$ cat src/rtl/lcd_write_arbiter.sv
// Arbiter sharing one SPI LCD writer between NUM_CH requesters.
// Each channel has a 1-deep holding register; one word per grant.
module lcd_write_arbiter #(
    parameter int NUM_CH      = 3,
    parameter int DATA_W      = 9,
    parameter int ARB_MODE    = 1,
    parameter int TIMEOUT_CYC = 4096
) (
    input  logic                     sys_clk,
    input  logic                     sys_rst,
    input  logic                     init_done,
    input  logic [NUM_CH*DATA_W-1:0] req_data,
    input  logic [NUM_CH-1:0]        req_en,
    input  logic [NUM_CH-1:0]        req_lock,
    input  logic                     wr_done,
    output logic [DATA_W-1:0]        spi_data,
    output logic                     en_write,
    output logic [NUM_CH-1:0]        grant,
    output logic [NUM_CH-1:0]        ch_done,
    output logic                     busy,
    output logic [1:0]               err
);

    localparam int IDX_W = $clog2(NUM_CH);
    localparam int CNT_W = (TIMEOUT_CYC > 1) ? $clog2(TIMEOUT_CYC + 1) : 1;

    typedef enum logic [1:0] {
        IDLE,
        ISSUE,
        WAIT
    } state_t;

    state_t               state;
    logic [NUM_CH-1:0]    pending;
    logic [NUM_CH-1:0]    eligible;
    logic [DATA_W-1:0]    hold [NUM_CH];
    logic [IDX_W-1:0]     win_idx;
    logic [IDX_W-1:0]     rr_ptr;
    logic [IDX_W-1:0]     pick_idx;
    logic                 pick_vld;
    logic [CNT_W-1:0]     to_cnt;
    logic                 timeout_hit;
    logic                 ovf_err;
    logic                 to_err;

    assign err = {to_err, ovf_err};

    // A held lock keeps the bus with the current owner only.
    always_comb begin
        eligible = pending;
        if (!init_done)
            eligible = eligible & NUM_CH'(1);
        if (|(grant & req_lock))
            eligible = eligible & grant;
    end

    // Descending scans so the last hit is the highest-priority candidate.
    always_comb begin
        int j;
        pick_vld = 1'b0;
        pick_idx = '0;
        j        = 0;
        if (ARB_MODE == 0) begin
            for (int i = NUM_CH - 1; i >= 0; i--) begin
                if (eligible[i]) begin
                    pick_vld = 1'b1;
                    pick_idx = IDX_W'(i);
                end
            end
        end else begin
            for (int k = NUM_CH; k >= 1; k--) begin
                j = int'(rr_ptr) + k;
                if (j >= NUM_CH)
                    j = j - NUM_CH;
                if (eligible[j]) begin
                    pick_vld = 1'b1;
                    pick_idx = IDX_W'(j);
                end
            end
        end
    end

    assign timeout_hit = (TIMEOUT_CYC > 0) &&
                         (to_cnt == CNT_W'(TIMEOUT_CYC - 1));

    // A new word from the winner on its issue cycle refills the slot.
    always_ff @(posedge sys_clk) begin
        if (sys_rst) begin
            pending <= '0;
            ovf_err <= 1'b0;
            for (int i = 0; i < NUM_CH; i++)
                hold[i] <= '0;
        end else begin
            for (int i = 0; i < NUM_CH; i++) begin
                if (req_en[i]) begin
                    if (pending[i] &&
                        !(state == ISSUE && win_idx == IDX_W'(i))) begin
                        ovf_err <= 1'b1;
                    end else begin
                        pending[i] <= 1'b1;
                        hold[i]    <= req_data[i*DATA_W +: DATA_W];
                    end
                end else if (state == ISSUE && win_idx == IDX_W'(i)) begin
                    pending[i] <= 1'b0;
                end
            end
        end
    end

    always_ff @(posedge sys_clk) begin
        if (sys_rst) begin
            state    <= IDLE;
            en_write <= 1'b0;
            ch_done  <= '0;
            busy     <= 1'b0;
            grant    <= '0;
            spi_data <= '0;
            win_idx  <= '0;
            rr_ptr   <= IDX_W'(NUM_CH - 1);
            to_cnt   <= '0;
            to_err   <= 1'b0;
        end else begin
            en_write <= 1'b0;
            ch_done  <= '0;
            unique case (state)
                IDLE: begin
                    if (pick_vld) begin
                        state   <= ISSUE;
                        busy    <= 1'b1;
                        win_idx <= pick_idx;
                        rr_ptr  <= pick_idx;
                        grant   <= NUM_CH'(1) << pick_idx;
                    end
                end
                ISSUE: begin
                    state    <= WAIT;
                    en_write <= 1'b1;
                    spi_data <= hold[win_idx];
                    to_cnt   <= '0;
                end
                WAIT: begin
                    if (wr_done) begin
                        state   <= IDLE;
                        busy    <= 1'b0;
                        ch_done <= grant;
                        to_cnt  <= '0;
                    end else if (timeout_hit) begin
                        state  <= IDLE;
                        busy   <= 1'b0;
                        to_err <= 1'b1;
                        to_cnt <= '0;
                    end else if (TIMEOUT_CYC > 0) begin
                        to_cnt <= to_cnt + 1'b1;
                    end
                end
                default: state <= IDLE;
            endcase
        end
    end

endmodule

$ cat config.mk
export PLATFORM = sky130hd
export DESIGN_NAME = lcd_write_arbiter
export DESIGN_NICKNAME = d
export VERILOG_FILES = /design/src/rtl/lcd_write_arbiter.sv
export SDC_FILE = /design/constraint.sdc
export NUM_CORES = 1
export LEC_CHECK = 0
export ABC_CLOCK_PERIOD_IN_PS = 2600
export CAP_MARGIN = 20
export CORE_AREA = 2 2 81 83
export DETAILED_ROUTE_END_ITERATION = 6
export DIE_AREA = 0 0 83 85
export HOLD_SLACK_MARGIN = 0.08
export PLACE_DENSITY = 0.86
export SLEW_MARGIN = 20
export SYNTH_ARGS = -nofsm -noshare
export SYNTH_HDL_FRONTEND = slang
export SYNTH_SLANG_ARGS = --single-unit
$ cat constraint.sdc
create_clock -name sys_clk -period 2.6 [get_ports sys_clk]
set_input_delay 0.52 -clock sys_clk [delete_from_list [all_inputs] [get_ports sys_clk]]
set_output_delay 0.52 -clock sys_clk [all_outputs]
set_load 0.02 [all_outputs]
# After elaboration in Yosys (flattened, before gate mapping)

Memory sizes are Yosys's and may differ from the RTL's. A register that Yosys moved wholly into a read port is not among the register bits.
Index checks and enable logic that the tools add are counted.

Equal/unequal tests: 10
$add $sub $neg: 7
Reductions and logical operators: 25
Bitwise operators: 7
Mux-type cells: 64
Shift operators: 1
Order comparisons: 6

Operators by type and width:

| kind                  | count |
|---|---|
| $lt 32x4->1 const B   | 3 |
| $mux 32               | 3 |
| $mux 1                | 42 |
| $mux 9                | 3 |
| $mux 13               | 2 |
| $pmux 13 s2           | 1 |
| $add 13x1->13 const B | 1 |
| $eq 13x12->1 const B  | 1 |
| $mux 2                | 6 |
| $sub 3x2->4 const B   | 3 |
| $reduce_and 2->1      | 5 |
| $reduce_bool 2->1     | 5 |
| $ge 3x2->1 const B    | 3 |
| $ne 2x2->1 const B    | 4 |
| $add 2x2->3 const B   | 2 |
| $and 3x3->3           | 2 |
| $bmux 1 s2            | 3 |
| $logic_and 1x1->1     | 6 |
| $mux 3                | 2 |
| $pmux 2 s3            | 1 |
| $reduce_and 3->1      | 2 |
| $reduce_or 3->1       | 2 |
| $eq 2x1->1 const B    | 2 |
| $eq 2x2->1 const B    | 2 |
| 8 further kinds       | 14 |

Output and inout bits: 19
Register bits after elaboration: 32
Memories: 1
RAM bits: 27

Memory list:

| memory | words | width | read ports | clocked after memory_dff | write ports | RTL line | text |
|---|---|---|---|---|---|---|---|
| hold   | 3     | 9     | 1          | 1                        | 3           | 36       | `logic [DATA_W-1:0] hold [NUM_CH];` |

# Depth between registers and ports, before layout

Gate-level depths: netlist of run 1.

Depth after elaboration: 11
Depth in mapped cells: 9

# Least setup slack after synthesis of run 1

Ideal clock, no wire load.

Path kind: reg-to-reg
Start: reg, netlist name win_idx[0]
End: reg state[1]
Library setup time: 0.121 ns
Stages on the path, launching flop included: 9
Setup slack: 0.369 ns
Arrival: 2.110 ns
Clock period less this slack: 2.231 ns
Buffers on the path: 1
Cell sequence: dfxtp_1 > inv_1 > ha_1 > clkbuf_1 > o2111a_1 > or2_4 > nor4_1 > a21boi_2 > mux2_4

RTL lines:

| element                | RTL line | text |
|---|---|---|
| end signal: assignment | 112      | `state <= IDLE;` |
| end signal: assignment | 128      | `state <= ISSUE;` |
| end signal: assignment | 136      | `state <= WAIT;` |
| end: declaration       | 33       | `state_t state;` |

# Worst setup path in the final report of run 1

Start: reg rr_ptr[1]
End: reg state[1]

Cells in the longest elaborated chain, start to end: 11
Elaborated cells between the ends (all ways): 26

Ends and longest elaborated chain:

| element                                          | RTL line | text |
|---|---|---|
| start: declaration                               | 38       | `logic [IDX_W-1:0] rr_ptr;` |
| start signal: assignment                         | 119      | `rr_ptr <= IDX_W'(NUM_CH - 1);` |
| start signal: assignment                         | 131      | `rr_ptr <= pick_idx;` |
| $add 2x2->3                                      | 72       | `j = int'(rr_ptr) + k;` |
| $sub 3x2->4 / $ge 3x2->1 (equally long branches) | 74, 73   |  |
| $mux 32                                          | 73       | `if (j >= NUM_CH)` |
| $bmux 1 s2                                       | 75       | `if (eligible[j]) begin` |
| $mux 1 (not written as such) (2 in series)       | 75       |  |
| $mux 1 (2 in series)                             | 75       |  |
| $mux 1 (*)                                       | 75       |  |
| $ne 2x2->1 (no source line) (*)                  | --       |  |
| $reduce_and 2->1 (no source line) (*)            | --       |  |

Every way passes the cells marked *; elsewhere a longest branch is shown, timed or not. The select of a mux whose other input is x is not followed.
A chain may end at the register's enable or synchronous reset.

==> metrics.cfg, run 1 <==
[clock_network]
cts_setup_buffers = 0
clock_latency_ns = 0.34
cts.clk_slew.worst_paths_ns = 0.07
postCtsHoldBufs = 0
clock_path_buffers = 2
cts_sinks = 67
cts_buffers = 9
cts_root_buf = clkbuf_8
cts_resized = 0
cts_tree = built
htreeDepth = 3

[placement]
dp_hpwl_um = 4700
io_buffers = 55
gp_congestion = 0.898
dp.cells = 439

[hold_path]
worst_hold_startpoint = to_cnt[12]$_SDFFE_PP0P_
hold_class = reg -> reg
hold_path_depth = 2
whs_endpoint = to_cnt[12]$_SDFFE_PP0P_

[timing]
min_period_over_period_pct = 92.3
hold_viol = 0
rsz0062_at_grt = no
finalClockSkew_ns = 0.0113
whs_ns = 0.465
final-setup-viol-count = 0
maxSlewViolCount = 0
maxSlewHeadroom_pct = 65.7
worstMarginPinSlew_ns = 0.514
fmax_mhz = 417
fin_setup_tns_ns = 0
layout_min_cycle_time_ns = 2.40

[floorplan]
core_mm2 = 0.00620
io_pins = 56
die-area_mm2 = 0.00706
start_util_pct = 50.0
row_count = 29
dieHeight_um = 85
die_w_um = 83

[synth]
synth_area_mm2 = 0.00310
synth.distinct_cells = 48
yosysSeqAreaShare_pct = 51.9
yosys_warnings = 0
syn_nets = 355
avgSynthCellArea_um2 = 10.0
syn_inst = 310
synth_async_sr_flop_share_pct = 0
ys_seq_elements = 67
synth-edff-count = 27
synth-main-ff-cell = dfxtp_1

[drt]
drc = 0
initialDrtViolationCount = 155
via_count = 2409
drt-wirelength-per-cell_um = 14.0
drtAntennaViolNets = 0
vias_per_cell = 5.29
routed_wl_um = 6380
drt_first_pass_iters = 4

[finish]
area_delta_synth_final_pct = 28.7
drive_above_1_share_pct = 9.26
layout_commonest_cell = clkdlybuf4s50_1
fill_cells = 491
antennaDiodeCount = 0
nets = 418
stdcell_count = 455
final_cell_mix = 55 x clkdlybuf4s50_1, 40 x dfxtp_1, 39 x nor2_1, 27 x and2_1, 27 x edfxtp_1

[grt]
grtUsageMet2_pct = 32.2
grt_max_degree = 28
met3_usage_pct = 3.79
grt.total_usage_pct = 18.3
grt_pass1_vias = 2304
grt_pass1_wl_um = 10200
grt_util_met1_pct = 21.1
grt-ovfl-total = 0
grt.busiest_layer = met2
antenna_found_initial = 0

[setup_path]
worstPathMaxFanout = 12
worstRegToRegCells = 8
arrival_ns = 2.63
end_kind = flop
worst_r2r_startpoint = rr_ptr[1]$_SDFFE_PP1P_
crit_path_max_incr_delay_ns = 0.43
cp-start-kind = flop
r2r_slack_ns = 0.20
rr_endpoint = state[1]$_SDFFE_PP0P_
cp_slowest_cell = ha_1
worstPathRequired_ns = 2.83
crit_chain = inv_1 -> ha_1 -> and4_1 -> o21a_1 -> or2_4 -> nor4_1 -> a21boi_2 -> mux2_4
crit_type = reg -> reg

[power]
p_total_mw = 3.34
power_density_mw_per_mm2 = 835
ir_drop_mv = 0.469
leakage_nw = 1.51

[run_status]
outcome = finished, final reports clean

[run]
max-cap-violations = 0

-- worst max-delay path by stage --
stage                                 start                      end  slack, ns  cells after the start
floorplan           win_idx[0]$_SDFFE_PP0P_    state[1]$_SDFFE_PP0P_       0.37                      8
global placement                req_lock[1]    state[1]$_SDFFE_PP0P_       0.08                      7
detailed placement              req_lock[0]    state[1]$_SDFFE_PP0P_      0.005                      7
CTS                  rr_ptr[1]$_SDFFE_PP1P_    state[1]$_SDFFE_PP0P_       0.20                      8
global route         rr_ptr[1]$_SDFFE_PP1P_  win_idx[1]$_SDFFE_PP0P_       0.07                      9
finish               rr_ptr[1]$_SDFFE_PP1P_    state[1]$_SDFFE_PP0P_       0.20                      8
-- report_power, final --
part	switching, mW	internal (mW)	total [mW]
Sequential	0.0906	1.24	1.33
Clock	0.386	0.515	0.900
Combinational	0.590	0.516	1.11
Total	1.07	2.27	3.34
-- registers in the layout, indices dropped and copies added (netlist names) --
| signal | count |
|---|---|
| state | 2 |
| ch_done | 3 |
| win_idx | 2 |
| hold | 27 |
| grant | 3 |
| spi_data | 9 |
| rr_ptr | 1 |
| en_write | 1 |
| to_err | 1 |
| pending | 3 |
| ovf_err | 1 |
| busy | 1 |
| to_cnt | 13 |
-- worst max-delay path: cells and delay by family (launching register included) --
family / cells / cell delay [ns]
AND/OR/NAND/NOR: 3 / 0.85
adder cells (fa/ha/maj): 1 / 0.43
flip-flops: 1 / 0.37
multiplexers: 1 / 0.31
AO/OA/AOI/OAI: 2 / 0.25
buffers and inverters: 1 / 0.08
-- cell type report --
class / count / area [µm²] / area share (%)
Timing Repair Buffer: 68 / 648 / 16.2
Clock inverter: 2 / 11.3 / 0.282
Clock buffer: 14 / 205 / 5.14
Inverter: 10 / 37.5 / 0.940
Sequential cell: 67 / 1610 / 40.3
Tap cell: 77 / 96.3 / 2.41
Multi-Input combinational cell: 217 / 1390 / 34.7
-- cells by family (layout without fill, tap and decap cells) --
family / count (synthesis) / in the layout / synth area share (%)
AOI/OAI and AO/OA: 58 / 58 / 13.0
xor gates and xnor gates: 11 / 11 / 3.10
adders and majority gates: 8 / 8 / 3.22
buffers and inverters: 26 / 94 / 3.47
DFF: 67 / 67 / 51.9
muxes: 13 / 13 / 4.35
and+or+nand+nor: 127 / 127 / 21.0
-- synth_stat cells, types with 8 or more instances --
| cell | instances | area share (%) |
|---|---|---|
| a21oi_1 | 20 | 3.2 |
| and2_1 | 27 | 5.4 |
| clkbuf_1 | 11 | 1.3 |
| dfxtp_1 | 40 | 26 |
| edfxtp_1 | 27 | 26 |
| ha_1 | 8 | 3.2 |
| inv_1 | 10 | 1.2 |
| mux2i_1 | 12 | 3.9 |
| nand2_1 | 26 | 3.1 |
| nand2b_1 | 8 | 1.6 |
| nor2_1 | 39 | 4.7 |
| o21ai_0 | 11 | 1.8 |
| xor2_1 | 8 | 2.3 |
-- through the flow --
| step | util [%] | setup slack (ns) | area (µm²) |
|---|---|---|---|
| 2_1_floorplan | - | 0.369 | 3100 |
| 5_1_grt | 64.4 | 0.0682 | 4000 |
| 6_report | 64.4 | 0.199 | 4000 |
| 3_3_place_gp | 60.9 | 0.0829 | 3780 |
| 3_5_place_dp | 60.9 | 0.00459 | 3780 |
| 4_1_cts | 64.4 | 0.203 | 4000 |
-- per-layer routing --
metal / up-vias / wire length (µm)
li1: 1210 / -
met1: 1106 / 2700
met2: 78 / 3260
met3: 15 / 284
met4: 0 / 133
met5: - / 0
Note: power is estimated with default switching activity, not from simulation.
==> inputs of run 2 (changes only) <==
- ABC_CLOCK_PERIOD_IN_PS: 2600 -> not set
==> results of run 2 <==
Final layout, timing and power as in run 1 (identical DEF).
